## src/rtl/re_mapper_multi.sv

```systemverilog
// re_mapper_multi: PUSCH resource-element mapper for one slot.
//
// Walks the allocated symbols Sym_Start..Sym_End. For each symbol it writes
// Nre = 12*N_rb REs at grid addresses N_sc..N_sc+Nre-1 in ascending order.
// Symbols flagged in Dmrs_Mask take DMRS samples on the comb (k[0]==Comb_Off)
// and zeros elsewhere. All other symbols take FFT samples.
//
// Ports:
//   CLK_RE, RST_RE        clock, asynchronous active-high reset
//   Start, Abort          slot start pulse (latches config), synchronous abort
//   N_sc, N_rb            first subcarrier, number of allocated RBs
//   Sym_Start, Sym_End    allocated symbol range
//   Dmrs_Mask, Comb_Off   DMRS symbol bitmask, DMRS comb offset
//   Dmrs_I/Q/Valid/Ready  DMRS sample stream (valid/ready)
//   FFT_I/Q/Valid/Ready   FFT sample stream (valid/ready)
//   RE_Real, RE_Imj       registered RE value
//   RE_Valid_OUT          write strobe, Wr_addr / Wr_sym give the grid location
//   Sym_Done, RE_Done     last write of a symbol, slot complete
//   Busy, Cfg_Err         not idle, Start rejected by the config check
module re_mapper_multi #(
    parameter int unsigned DATA_W    = 18,
    parameter int unsigned DMRS_W    = 9,
    parameter int unsigned NSC_TOTAL = 1200,
    parameter int unsigned ADDR_W    = 11,
    parameter int unsigned NSYM      = 14
) (
    input  logic                     CLK_RE,
    input  logic                     RST_RE,
    input  logic                     Start,
    input  logic                     Abort,
    input  logic [ADDR_W-1:0]        N_sc,
    input  logic [6:0]               N_rb,
    input  logic [3:0]               Sym_Start,
    input  logic [3:0]               Sym_End,
    input  logic [NSYM-1:0]          Dmrs_Mask,
    input  logic                     Comb_Off,
    input  logic signed [DMRS_W-1:0] Dmrs_I,
    input  logic signed [DMRS_W-1:0] Dmrs_Q,
    input  logic                     Dmrs_Valid,
    output logic                     Dmrs_Ready,
    input  logic signed [DATA_W-1:0] FFT_I,
    input  logic signed [DATA_W-1:0] FFT_Q,
    input  logic                     FFT_Valid,
    output logic                     FFT_Ready,
    output logic signed [DATA_W-1:0] RE_Real,
    output logic signed [DATA_W-1:0] RE_Imj,
    output logic                     RE_Valid_OUT,
    output logic [ADDR_W-1:0]        Wr_addr,
    output logic [3:0]               Wr_sym,
    output logic                     Sym_Done,
    output logic                     RE_Done,
    output logic                     Busy,
    output logic                     Cfg_Err
);

    typedef enum logic [2:0] {
        StIdle,
        StCheck,
        StMapDmrs,
        StMapData,
        StNextSym,
        StDone
    } state_e;

    // One extra bit so N_sc + 12*N_rb cannot wrap before the range check.
    localparam int unsigned CW = ADDR_W + 1;

    state_e state_q, state_d;

    // Configuration latched on Start
    logic [ADDR_W-1:0] n_sc_q, n_sc_d;
    logic [6:0]        n_rb_q, n_rb_d;
    logic [3:0]        sym_start_q, sym_start_d;
    logic [3:0]        sym_end_q, sym_end_d;
    logic [NSYM-1:0]   mask_q, mask_d;
    logic              comb_q, comb_d;

    // Walk counters
    logic [3:0]        sym_q, sym_d;
    logic [CW-1:0]     k_q, k_d;
    logic [CW-1:0]     nre_q, nre_d;

    // Registered write port
    logic signed [DATA_W-1:0] re_real_q, re_real_d;
    logic signed [DATA_W-1:0] re_imj_q, re_imj_d;
    logic [ADDR_W-1:0]        wr_addr_q, wr_addr_d;
    logic [3:0]               wr_sym_q, wr_sym_d;
    logic                     re_valid_q, re_valid_d;
    logic                     sym_done_q, sym_done_d;
    logic                     re_done_q, re_done_d;
    logic                     cfg_err_q, cfg_err_d;

    logic          dmrs_ready, fft_ready;
    logic          accept;
    logic          abort_act;
    logic          on_comb;
    logic          last_re;
    logic          cfg_bad;
    logic [CW-1:0] span_end;
    logic [CW-1:0] nre_cfg;
    logic signed [DATA_W-1:0] smp_i, smp_q;

    assign abort_act = Abort && (state_q != StIdle);
    assign on_comb   = (k_q[0] == comb_q);
    assign last_re   = (k_q == nre_q - CW'(1));
    assign nre_cfg   = CW'(n_rb_q) * CW'(12);
    assign span_end  = CW'(n_sc_q) + nre_cfg;
    assign cfg_bad   = (n_rb_q == 7'd0) || (span_end > CW'(NSC_TOTAL)) ||
                       (sym_start_q > sym_end_q) || (sym_end_q > 4'(NSYM - 1));

    always_comb begin
        state_d     = state_q;
        n_sc_d      = n_sc_q;
        n_rb_d      = n_rb_q;
        sym_start_d = sym_start_q;
        sym_end_d   = sym_end_q;
        mask_d      = mask_q;
        comb_d      = comb_q;
        sym_d       = sym_q;
        k_d         = k_q;
        nre_d       = nre_q;
        re_real_d   = re_real_q;
        re_imj_d    = re_imj_q;
        wr_addr_d   = wr_addr_q;
        wr_sym_d    = wr_sym_q;
        re_valid_d  = 1'b0;
        sym_done_d  = 1'b0;
        re_done_d   = 1'b0;
        cfg_err_d   = 1'b0;
        dmrs_ready  = 1'b0;
        fft_ready   = 1'b0;
        accept      = 1'b0;
        smp_i       = '0;
        smp_q       = '0;

        case (state_q)
            StIdle: begin
                if (Start) begin
                    n_sc_d      = N_sc;
                    n_rb_d      = N_rb;
                    sym_start_d = Sym_Start;
                    sym_end_d   = Sym_End;
                    mask_d      = Dmrs_Mask;
                    comb_d      = Comb_Off;
                    state_d     = StCheck;
                end
            end
            StCheck: begin
                if (cfg_bad) begin
                    cfg_err_d = 1'b1;
                    state_d   = StIdle;
                end else begin
                    sym_d   = sym_start_q;
                    k_d     = '0;
                    nre_d   = nre_cfg;
                    state_d = mask_q[sym_start_q] ? StMapDmrs : StMapData;
                end
            end
            StMapDmrs: begin
                if (on_comb) begin
                    dmrs_ready = 1'b1;
                    accept     = Dmrs_Valid;
                    // Size cast of a signed operand sign-extends to DATA_W.
                    smp_i      = DATA_W'(Dmrs_I);
                    smp_q      = DATA_W'(Dmrs_Q);
                end else begin
                    // Off-comb REs are written as zero without consuming a sample.
                    accept = 1'b1;
                end
            end
            StMapData: begin
                fft_ready = 1'b1;
                accept    = FFT_Valid;
                smp_i     = FFT_I;
                smp_q     = FFT_Q;
            end
            StNextSym: begin
                if (sym_q == sym_end_q) begin
                    state_d = StDone;
                end else begin
                    sym_d   = sym_q + 4'd1;
                    k_d     = '0;
                    state_d = mask_q[sym_q + 4'd1] ? StMapDmrs : StMapData;
                end
            end
            StDone: begin
                re_done_d = 1'b1;
                state_d   = StIdle;
            end
            default: state_d = StIdle;
        endcase

        if (accept && !abort_act) begin
            re_valid_d = 1'b1;
            re_real_d  = smp_i;
            re_imj_d   = smp_q;
            wr_addr_d  = n_sc_q + k_q[ADDR_W-1:0];
            wr_sym_d   = sym_q;
            sym_done_d = last_re;
            k_d        = k_q + CW'(1);
            if (last_re) begin
                state_d = StNextSym;
            end
        end

        // Abort wins over every transition; writes already registered still show.
        if (abort_act) begin
            state_d    = StIdle;
            dmrs_ready = 1'b0;
            fft_ready  = 1'b0;
            re_done_d  = 1'b0;
            cfg_err_d  = 1'b0;
            sym_done_d = 1'b0;
            re_valid_d = 1'b0;
        end
    end

    always_ff @(posedge CLK_RE or posedge RST_RE) begin
        if (RST_RE) begin
            state_q     <= StIdle;
            n_sc_q      <= '0;
            n_rb_q      <= '0;
            sym_start_q <= '0;
            sym_end_q   <= '0;
            mask_q      <= '0;
            comb_q      <= 1'b0;
            sym_q       <= '0;
            k_q         <= '0;
            nre_q       <= '0;
            re_real_q   <= '0;
            re_imj_q    <= '0;
            wr_addr_q   <= '0;
            wr_sym_q    <= '0;
            re_valid_q  <= 1'b0;
            sym_done_q  <= 1'b0;
            re_done_q   <= 1'b0;
            cfg_err_q   <= 1'b0;
        end else begin
            state_q     <= state_d;
            n_sc_q      <= n_sc_d;
            n_rb_q      <= n_rb_d;
            sym_start_q <= sym_start_d;
            sym_end_q   <= sym_end_d;
            mask_q      <= mask_d;
            comb_q      <= comb_d;
            sym_q       <= sym_d;
            k_q         <= k_d;
            nre_q       <= nre_d;
            re_real_q   <= re_real_d;
            re_imj_q    <= re_imj_d;
            wr_addr_q   <= wr_addr_d;
            wr_sym_q    <= wr_sym_d;
            re_valid_q  <= re_valid_d;
            sym_done_q  <= sym_done_d;
            re_done_q   <= re_done_d;
            cfg_err_q   <= cfg_err_d;
        end
    end

    assign Dmrs_Ready   = dmrs_ready;
    assign FFT_Ready    = fft_ready;
    assign RE_Real      = re_real_q;
    assign RE_Imj       = re_imj_q;
    assign RE_Valid_OUT = re_valid_q;
    assign Wr_addr      = wr_addr_q;
    assign Wr_sym       = wr_sym_q;
    assign Sym_Done     = sym_done_q;
    assign RE_Done      = re_done_q;
    assign Busy         = (state_q != StIdle);
    assign Cfg_Err      = cfg_err_q;

endmodule

```

## config.mk

```make
export PLATFORM = sky130hd
export DESIGN_NAME = re_mapper_multi
export DESIGN_NICKNAME = d
export VERILOG_FILES = /design/src/rtl/re_mapper_multi.sv
export SDC_FILE = /design/constraint.sdc
export NUM_CORES = 1
export LEC_CHECK = 0
export BUFFER_PORTS_ARGS = -buffer_cell sky130_fd_sc_hd__buf_2
export CORE_ASPECT_RATIO = 1.75
export CORE_UTILIZATION = 28
export DETAILED_ROUTE_END_ITERATION = 7
export PLACE_DENSITY = 0.57
export SETUP_SLACK_MARGIN = 0.4
export SKIP_LAST_GASP = 1
export SLEW_MARGIN = 20
export SYNTH_ARGS = -nofsm -noshare
export SYNTH_HDL_FRONTEND = slang
export SYNTH_SLANG_ARGS = --single-unit
```

## constraint.sdc

```tcl
create_clock -name CLK_RE -period 10.2 [get_ports CLK_RE]
set_input_delay 2.04 -clock CLK_RE [delete_from_list [all_inputs] [get_ports CLK_RE]]
set_output_delay 2.04 -clock CLK_RE [all_outputs]
set_load 0.02 [all_outputs]
```

* Yosys cells after proc, flatten, opt, wreduce, memory -nomap -nowiden
Cells that the tools add are included.
Cells by class: $add $sub $neg 5, multipliers 1, $lt $le $gt $ge 5, eq/ne operators 12, mux-type cells 40, bitwise gates (word level) 1, reduce and logical (&&, ||, !) cells 16
Operators by type and width (number):
- $pmux 18 s2 | 2
- $mux 12 | 3
- $mux 18 | 2
- $pmux 12 s2 | 1
- $mux 1 | 19
- $mux 3 | 5
- $add 11x11->12 | 1
- $add 12x1->12 const B | 1
- $eq 12x12->1 | 1
- $gt 12x11->1 const B | 1
- $pmux 3 s4 | 1
- $sub 11x1->12 const B | 1
- $add 11x11->11 | 1
- $lt 4x5->1 const B | 2
- $mul 7x2->9 const B | 1
- $bmux 1 s4 | 2
- $mux 4 | 2
- $pmux 4 s2 | 1
- $logic_not 7->1 | 1
- $eq 3x2->1 const B | 2
- $eq 3x3->1 const B | 2
- $ne 3x3->1 const B | 2
- $reduce_and 3->1 | 2
- $reduce_bool 3->1 | 2
- 17 further kinds | 22
Storage, ports and cells: bits in registers 124, input bits 101, output and inout port bits 58, logic and storage cells 98

* Logic depth before layout (Yosys ltp)
Gate-level depths: netlist of the first run.
depth in word-level cells 11, gate-level depth with buffers 18, depth with buffers taken out 17

* Worst setup path before layout of the first run
OpenSTA, ideal clock, no wires.
path kind input to output, start input Abort, end output Dmrs_Ready, data arrival time 2.528 ns, data required time 8.160 ns, setup slack 5.632 ns, stages on the path 1, path buffers 0, path through a21boi_0
Between the ends: word-level cells in the longest chain between the ends 2
RTL lines:
- start: declaration | line 30 | input logic Abort,
- $logic_and 1x1->1 | line 103 | assign abort_act = Abort && (state_q != StIdle);
- $mux 1 | line 207 | if (abort_act) begin
- end: declaration | line 40 | output logic Dmrs_Ready,
No other way between the ends.

* Worst setup path after layout of the first run
Same ends and word-level chain as after synthesis.

==> impl_metrics.json, run 1 <==
{
  "critPathRequiredTime_ps": 8160,
  "leakage_nw": 4.15,
  "synth_area_leaders": "dfrtp_1, ha_1, nand2_1",
  "vias_per_cell": 4.85,
  "hold_path.class": "flop to flop",
  "internal-power_mw": 1.80,
  "ys_seq_area_share_pct": 43.9,
  "grt_max_degree": 100,
  "drt_pass1_iterations": 4,
  "htreeDepth": 4,
  "areaGrowthSynthToFinish_pct": 23.6,
  "cp-start-kind": "input pin",
  "final-setup-viol-count": 0,
  "tns_ps": 0,
  "drive_above_1_share_pct": 29.5,
  "overflow": 0,
  "fmax_ghz": 0.218,
  "cp_slowest_cell": "buf_2",
  "cp-end-kind": "primary output",
  "dieWidth_um": 122,
  "ys.flop_type": "dfrtp_1",
  "die_y_um": 212,
  "cp.arrival_ps": 2550,
  "detail_route.wl_per_cell_um": 15.7,
  "vdd.ir_drop.worst_v": 0.000168,
  "crit_chain": "buf_2 > a21boi_0 > buf_2",
  "post-cts-setup-buffers": 0,
  "r2r_start": "n_rb_q[1]$_DFFE_PP0P_",
  "hold_viol": 0,
  "track_usage_pct": 14.8,
  "cts_sinks": 124,
  "cp-endpoint": "Dmrs_Ready",
  "ant_nets": 0,
  "synth_cell_type_count": 72,
  "period_share_pct": 45.0,
  "period_minus_slack_ps": 4590,
  "nets": 1000,
  "seq_power_share_pct": 27.3,
  "synth-edff-count": 0,
  "synth_async_sr_flop_share_pct": 100,
  "place.gp.congestion": 0.792,
  "drt_iter0_markers": 230,
  "crit_path_start": "Abort",
  "cts-buffers-inserted": 17,
  "comb_power_share_pct": 53.8,
  "coreArea_um2": 24700,
  "syn-cell-area_um2": 7080,
  "routed_wl_um": 18600,
  "cap_violations": 0,
  "netlist_instances": 711,
  "cpMostUsedCell": "buf_2",
  "clk_pin_slew_ps": 50,
  "relSlewSlack_pct": 33.3,
  "place.port_buffers": 158,
  "place_hpwl_um": 14000,
  "pre_cts_ws_ps": 5610,
  "clockPowerShare_pct": 18.9,
  "ctsLongestPathBuffers": 2,
  "fin_cells": 1183,
  "tightestPinTransition_ps": 997,
  "rr_endpoint": "sym_q[1]$_DFFE_PP0P_",
  "rrSetupSlack_ps": 6200,
  "report.final.slew_viol_count": 0,
  "yosysTopAreaCell": "dfrtp_1",
  "setup_slack_ps": 5610,
  "std_cell_rows": 76,
  "worstPathMaxFanout": 8,
  "rsz0062_at_grt": "no",
  "yosysTopAreaCellShare_pct": 43.9,
  "cts_root_buffer": "clkbuf_16",
  "reg2reg_depth": 14,
  "status": "completed",
  "clock_latency_ps": 430,
  "drc": 0,
  "dp_cells": 1151,
  "tritoncts": "built",
  "vias": 5743,
  "synth_area_per_cell_um2": 9.95,
  "ios": 159,
  "grt_pass1_vias": 5657,
  "powerDensity_nw_per_um2": 363,
  "swShare_pct": 43.4,
  "syn_nets": 853,
  "whs_ps": 471,
  "grt_antenna_before_repair": 0,
  "max_stage_delay_ps": 190,
  "n_antenna_cell": 0,
  "design_area_um2": 8740,
  "grt_pass1_wl_um": 29500,
  "post_dp_cell_area_um2": 8160,
  "initial_core_util_pct": 28.6,
  "ys_seq_elements": 124,
  "cts.repair.resized": 0,
  "hold_buffers": 0,
  "switchingPower_mw": 1.38,
  "yosys_warnings": 0,
  "fin_worst_skew_ps": 8.42,
  "dieArea_um2": 25900,
  "setup.worst_path.class": "input pin to primary output"
}
==> worst max-delay path: cells and delay by family <==
family / cells / cell delay [ps]
buf+inv: 2 / 350
compound gates: 1 / 160
==> cells in the mapped netlist (all sizes together) (5+ instances only) <==
| cell | count |
|---|---|
| dfrtp | 124 |
| nand2 | 84 |
| o21ai | 67 |
| nor2 | 58 |
| a21oi | 42 |
| mux2 | 40 |
| ha | 38 |
| inv | 33 |
| clkbuf | 23 |
| xnor2 | 21 |
| xor2 | 20 |
| a221oi | 16 |
| nand3 | 14 |
| buf | 11 |
| nor3 | 11 |
| a31oi | 9 |
| a21o | 8 |
| nor3b | 8 |
| mux4 | 6 |
| mux2i | 5 |
| nand4 | 5 |
==> sequential cells by signal, summed over array words and instances, names as in the netlist, 3 cells and up <==
signal / cells
sym_q: 4
state_q: 3
RE_Real: 18
n_rb_q: 7
nre_q: 9
n_sc_q: 11
k_q: 12
Wr_addr: 11
mask_q: 14
sym_start_q: 4
sym_end_q: 4
RE_Imj: 18
Wr_sym: 4
==> routing by layer <==
layer / track usage, % / wire, µm / share of wire, %
met1: 15.6 / 7110 / 38
met2: 28.4 / 10500 / 56
met3: 2.47 / 543 / 2.9
met4: 6.22 / 448 / 2.4
met5: 0 / 0 / 0
==> how the worst min path moves through the flow <==
| stage | slack (ps) | to | depth (start not counted) | start |
|---|---|---|---|---|
| floorplan | 490 | n_sc_q[0]$_DFFE_PP0P_ | 1 | n_sc_q[0]$_DFFE_PP0P_ |
| global placement | 460 | Wr_addr[10]$_DFFE_PP0P_ | 2 | Wr_addr[10]$_DFFE_PP0P_ |
| detailed placement | 460 | Wr_sym[0]$_DFFE_PP0P_ | 2 | Wr_sym[0]$_DFFE_PP0P_ |
| CTS | 480 | Wr_sym[0]$_DFFE_PP0P_ | 2 | Wr_sym[0]$_DFFE_PP0P_ |
| global route | 510 | Wr_addr[7]$_DFFE_PP0P_ | 2 | Wr_addr[7]$_DFFE_PP0P_ |
| finish | 470 | RE_Imj[10]$_DFFE_PP0P_ | 2 | RE_Imj[10]$_DFFE_PP0P_ |
==> area by class of cell <==
| cell class | count | area, µm² |
|---|---|---|
| Clock buffer | 19 | 443 |
| Clock inverter | 13 | 141 |
| Fill cell | 2582 | 16000 |
| Inverter | 33 | 126 |
| Multi-Input combinational cell | 520 | 3720 |
| Sequential cell | 124 | 3100 |
| Tap cell | 312 | 390 |
| Timing Repair Buffer | 162 | 821 |
==> power groups by stage <==
stage | sequential [mW] | combinational, mW | clock (mW)
2_1_floorplan | 0.903 | 1.26 | 0
3_3_place_gp | 0.873 | 1.70 | 0
3_5_place_dp | 0.879 | 1.72 | 0
4_1_cts | 0.871 | 1.73 | 0.618
5_1_grt | 0.901 | 1.89 | 0.639
6_report | 0.866 | 1.71 | 0.600
==> cells in the final DEF (no fill, tap or decap), types with 7 or more instances in the layout <==
master and n:
a21oi_1 42, a221oi_1 16, a31oi_1 9, buf_2 158, clkbuf_16 17, dfrtp_1 124, ha_1 38, inv_1 31
mux2_2 26, mux2_4 8, nand2_1 84, nand3_1 12, nor2_1 57, nor3_1 11, nor3b_1 7, o21ai_0 58
o21ai_1 8, xnor2_1 21, xor2_1 20
==> through the flow <==
step	util [%]	power [mW]
after global placement	33.0	2.57
after CTS	35.4	3.22
final	35.4	3.17
after global routing	35.4	3.43
after floorplan	-	2.16
after detailed placement	33.0	2.60
==> cell families after synthesis <==
family / count (synthesis) / share of synthesized area (%)
flip-flops: 124 / 43.9
adder cells (fa/ha/maj): 41 / 7.57
AND/OR/NAND/NOR: 215 / 14.6
AO/OA/AOI/OAI: 172 / 15.6
XOR/XNOR: 41 / 5.08
multiplexers: 51 / 9.41
buffers and inverters: 67 / 3.82
Note: power is estimated with default switching activity, not from simulation.
==> run 2, diff against run 1 <==
==> constraint.sdc (replaced) <==
create_clock -name CLK_RE -period 4.25 [get_ports CLK_RE]
set_input_delay 0.85 -clock CLK_RE [delete_from_list [all_inputs] [get_ports CLK_RE]]
set_output_delay 0.85 -clock CLK_RE [all_outputs]
set_load 0.02 [all_outputs]
==> run 2 against run 1 <==
Effect of this change: cell count grew 0.51%; power grew 150%; register-to-register slack got worse by 5600 ps; sequential share of layout area down 0.60 points; clock power rose to 2.7 times the previous value; critical endpoint is now nre_q[6]$_DFFE_PP0P_; core utilization up 0.61 points; largest power group unchanged; sequential power is 140% higher.
==> impl_metrics.json, run 2 (synthesis results as in run 1) <==
{
  "cp_slowest_cell": "or4b_1",
  "cts_sinks": 124,
  "cp.arrival_ps": 3960,
  "cts-buffers-inserted": 17,
  "clk_pin_slew_ps": 60,
  "internal-power_mw": 4.60,
  "drc": 0,
  "dp_cells": 1154,
  "rr_endpoint": "nre_q[6]$_DFFE_PP0P_",
  "whs_endpoint": "Wr_addr[1]$_DFFE_PP0P_",
  "grt_antenna_before_repair": 0,
  "initial_core_util_pct": 28.6,
  "ant_nets": 0,
  "clock_latency_ps": 420,
  "ios": 159,
  "areaGrowthSynthToFinish_pct": 25.7,
  "design_area_um2": 8890,
  "report.final.slew_viol_count": 0,
  "fin_worst_skew_ps": 9.97,
  "rrSetupSlack_ps": 590,
  "hold_start": "Wr_addr[1]$_DFFE_PP0P_",
  "powerDensity_nw_per_um2": 891,
  "cap_violations": 0,
  "cts_root_buffer": "clkbuf_16",
  "die_y_um": 212,
  "crit_path_start": "n_rb_q[1]$_DFFE_PP0P_",
  "drt_pass1_iterations": 5,
  "final_util_pct": 36.0,
  "cp-end-kind": "flop",
  "hold_viol": 0,
  "swShare_pct": 42.0,
  "period_share_pct": 86.1,
  "fin_cells": 1189,
  "p_total_mw": 7.92,
  "vdd.ir_drop.worst_v": 0.000505,
  "grt_max_degree": 125,
  "std_cell_rows": 76,
  "cp-start-kind": "flop",
  "worstPathMaxFanout": 10,
  "r2r_start": "n_rb_q[1]$_DFFE_PP0P_",
  "detail_route.wl_per_cell_um": 15.7,
  "mostFrequentLayoutCells": "buf_2, dfrtp_1, nand2_1, o21ai_0, nor2_1",
  "cpMostUsedCell": "ha_1",
  "tightestPinTransition_ps": 890,
  "dieArea_um2": 25900,
  "dieWidth_um": 122,
  "final_common_cell": "buf_2",
  "track_usage_pct": 15.1,
  "seq_power_share_pct": 26.3,
  "max_stage_delay_ps": 550,
  "comb_power_share_pct": 53.2,
  "setup.worst_path.class": "flop to flop",
  "tritoncts": "built",
  "reg2reg_depth": 14,
  "fmax_ghz": 0.273,
  "switchingPower_mw": 3.32,
  "vias_per_cell": 4.84,
  "tns_ps": 0,
  "rsz0062_at_grt": "no",
  "post_dp_cell_area_um2": 8190,
  "nets": 1006,
  "relSlewSlack_pct": 40.7,
  "crit_chain": "ha_1 > inv_1 > fa_1 > nor2b_1 > o21a_1 > nor2_1 > xnor2_1 > ha_1 > or4b_1 > o2111ai_1 > a22oi_2 > a21o_4 > nand3_4 > mux2_4",
  "period_minus_slack_ps": 3660,
  "drt_iter0_markers": 241,
  "place_hpwl_um": 14100,
  "place.gp.congestion": 0.828,
  "clockPowerShare_pct": 20.5,
  "ctsLongestPathBuffers": 2,
  "grt_pass1_vias": 5718,
  "drive_above_1_share_pct": 30.3,
  "leakage_nw": 4.23,
  "critPathRequiredTime_ps": 4550,
  "hold_path.class": "flop to flop",
  "routed_wl_um": 18700,
  "place.port_buffers": 158,
  "overflow": 0,
  "crit_family": "adder cells",
  "cp_num_buf_inv": 1,
  "grt_pass1_wl_um": 29700,
  "vias": 5757,
  "status": "completed",
  "final-setup-viol-count": 0,
  "hold_path_depth": 2,
  "n_antenna_cell": 0,
  "coreArea_um2": 24700,
  "htreeDepth": 4
}
run 2: per-layer routing:
layer / wire length (µm) / up-vias / GRT usage, %
met5: 0 / - / 0
met1: 6960 / 2760 / 15.5
met2: 10600 / 140 / 29.0
met4: 493 / 0 / 7.23
met3: 591 / 29 / 2.63
li1: - / 2828 / -
run 2: worst reg2reg max path, delay by kind of cell (launching register included):
| kind | cells | cell delay [ps] |
|---|---|---|
| adder cells (fa/ha/maj) | 3 | 950 |
| AND/OR/NAND/NOR | 4 | 930 |
| AO/OA/AOI/OAI | 4 | 700 |
| flip-flops | 1 | 380 |
| multiplexers | 1 | 320 |
| XOR/XNOR | 1 | 220 |
| buffers and inverters | 1 | 50 |
run 2: worst max path at each step:
stage	endpoint	slack, ps	depth (start not counted)
global placement	k_q[3]$_DFFE_PP0P_	480	15
floorplan	sym_q[1]$_DFFE_PP0P_	820	14
CTS	k_q[3]$_DFFE_PP0P_	400	15
detailed placement	k_q[3]$_DFFE_PP0P_	420	15
finish	nre_q[6]$_DFFE_PP0P_	590	14
global route	k_q[3]$_DFFE_PP0P_	410	15
run 2: layout make-up:
| class | count | area (µm²) |
|---|---|---|
| fillers | 2548 | 15800 |
| flip-flops and latches | 124 | 3100 |
| inverters | 33 | 128 |
| clock inverters | 13 | 211 |
| clock buffers | 19 | 453 |
| repair buffers | 168 | 878 |
| well taps | 312 | 390 |
| multi-input cells | 520 | 3730 |
run 2: metrics by stage:
step                setup WS (ps)  hold slack [ps]
global route                  407              492
detailed placement            415              465
global placement              479              458
finish                        590              471
CTS                           401              478
floorplan                     816              488
run 2: power by group through the flow:
stage / combinational, mW / clock, mW / sequential (mW)
2_1_floorplan: 3.02 / 0 / 2.17
3_3_place_gp: 4.08 / 0 / 2.10
3_5_place_dp: 4.13 / 0 / 2.12
4_1_cts: 4.16 / 1.67 / 2.10
5_1_grt: 4.64 / 1.71 / 2.17
6_report: 4.22 / 1.62 / 2.08
run 2: timing repair:
action | 4_1_cts | 5_1_grt
buffers inserted | 0 | 3
gates resized for setup | 0 | 3
hold buffers | 0 | 0
endpoints found under the setup margin | 0 | 24
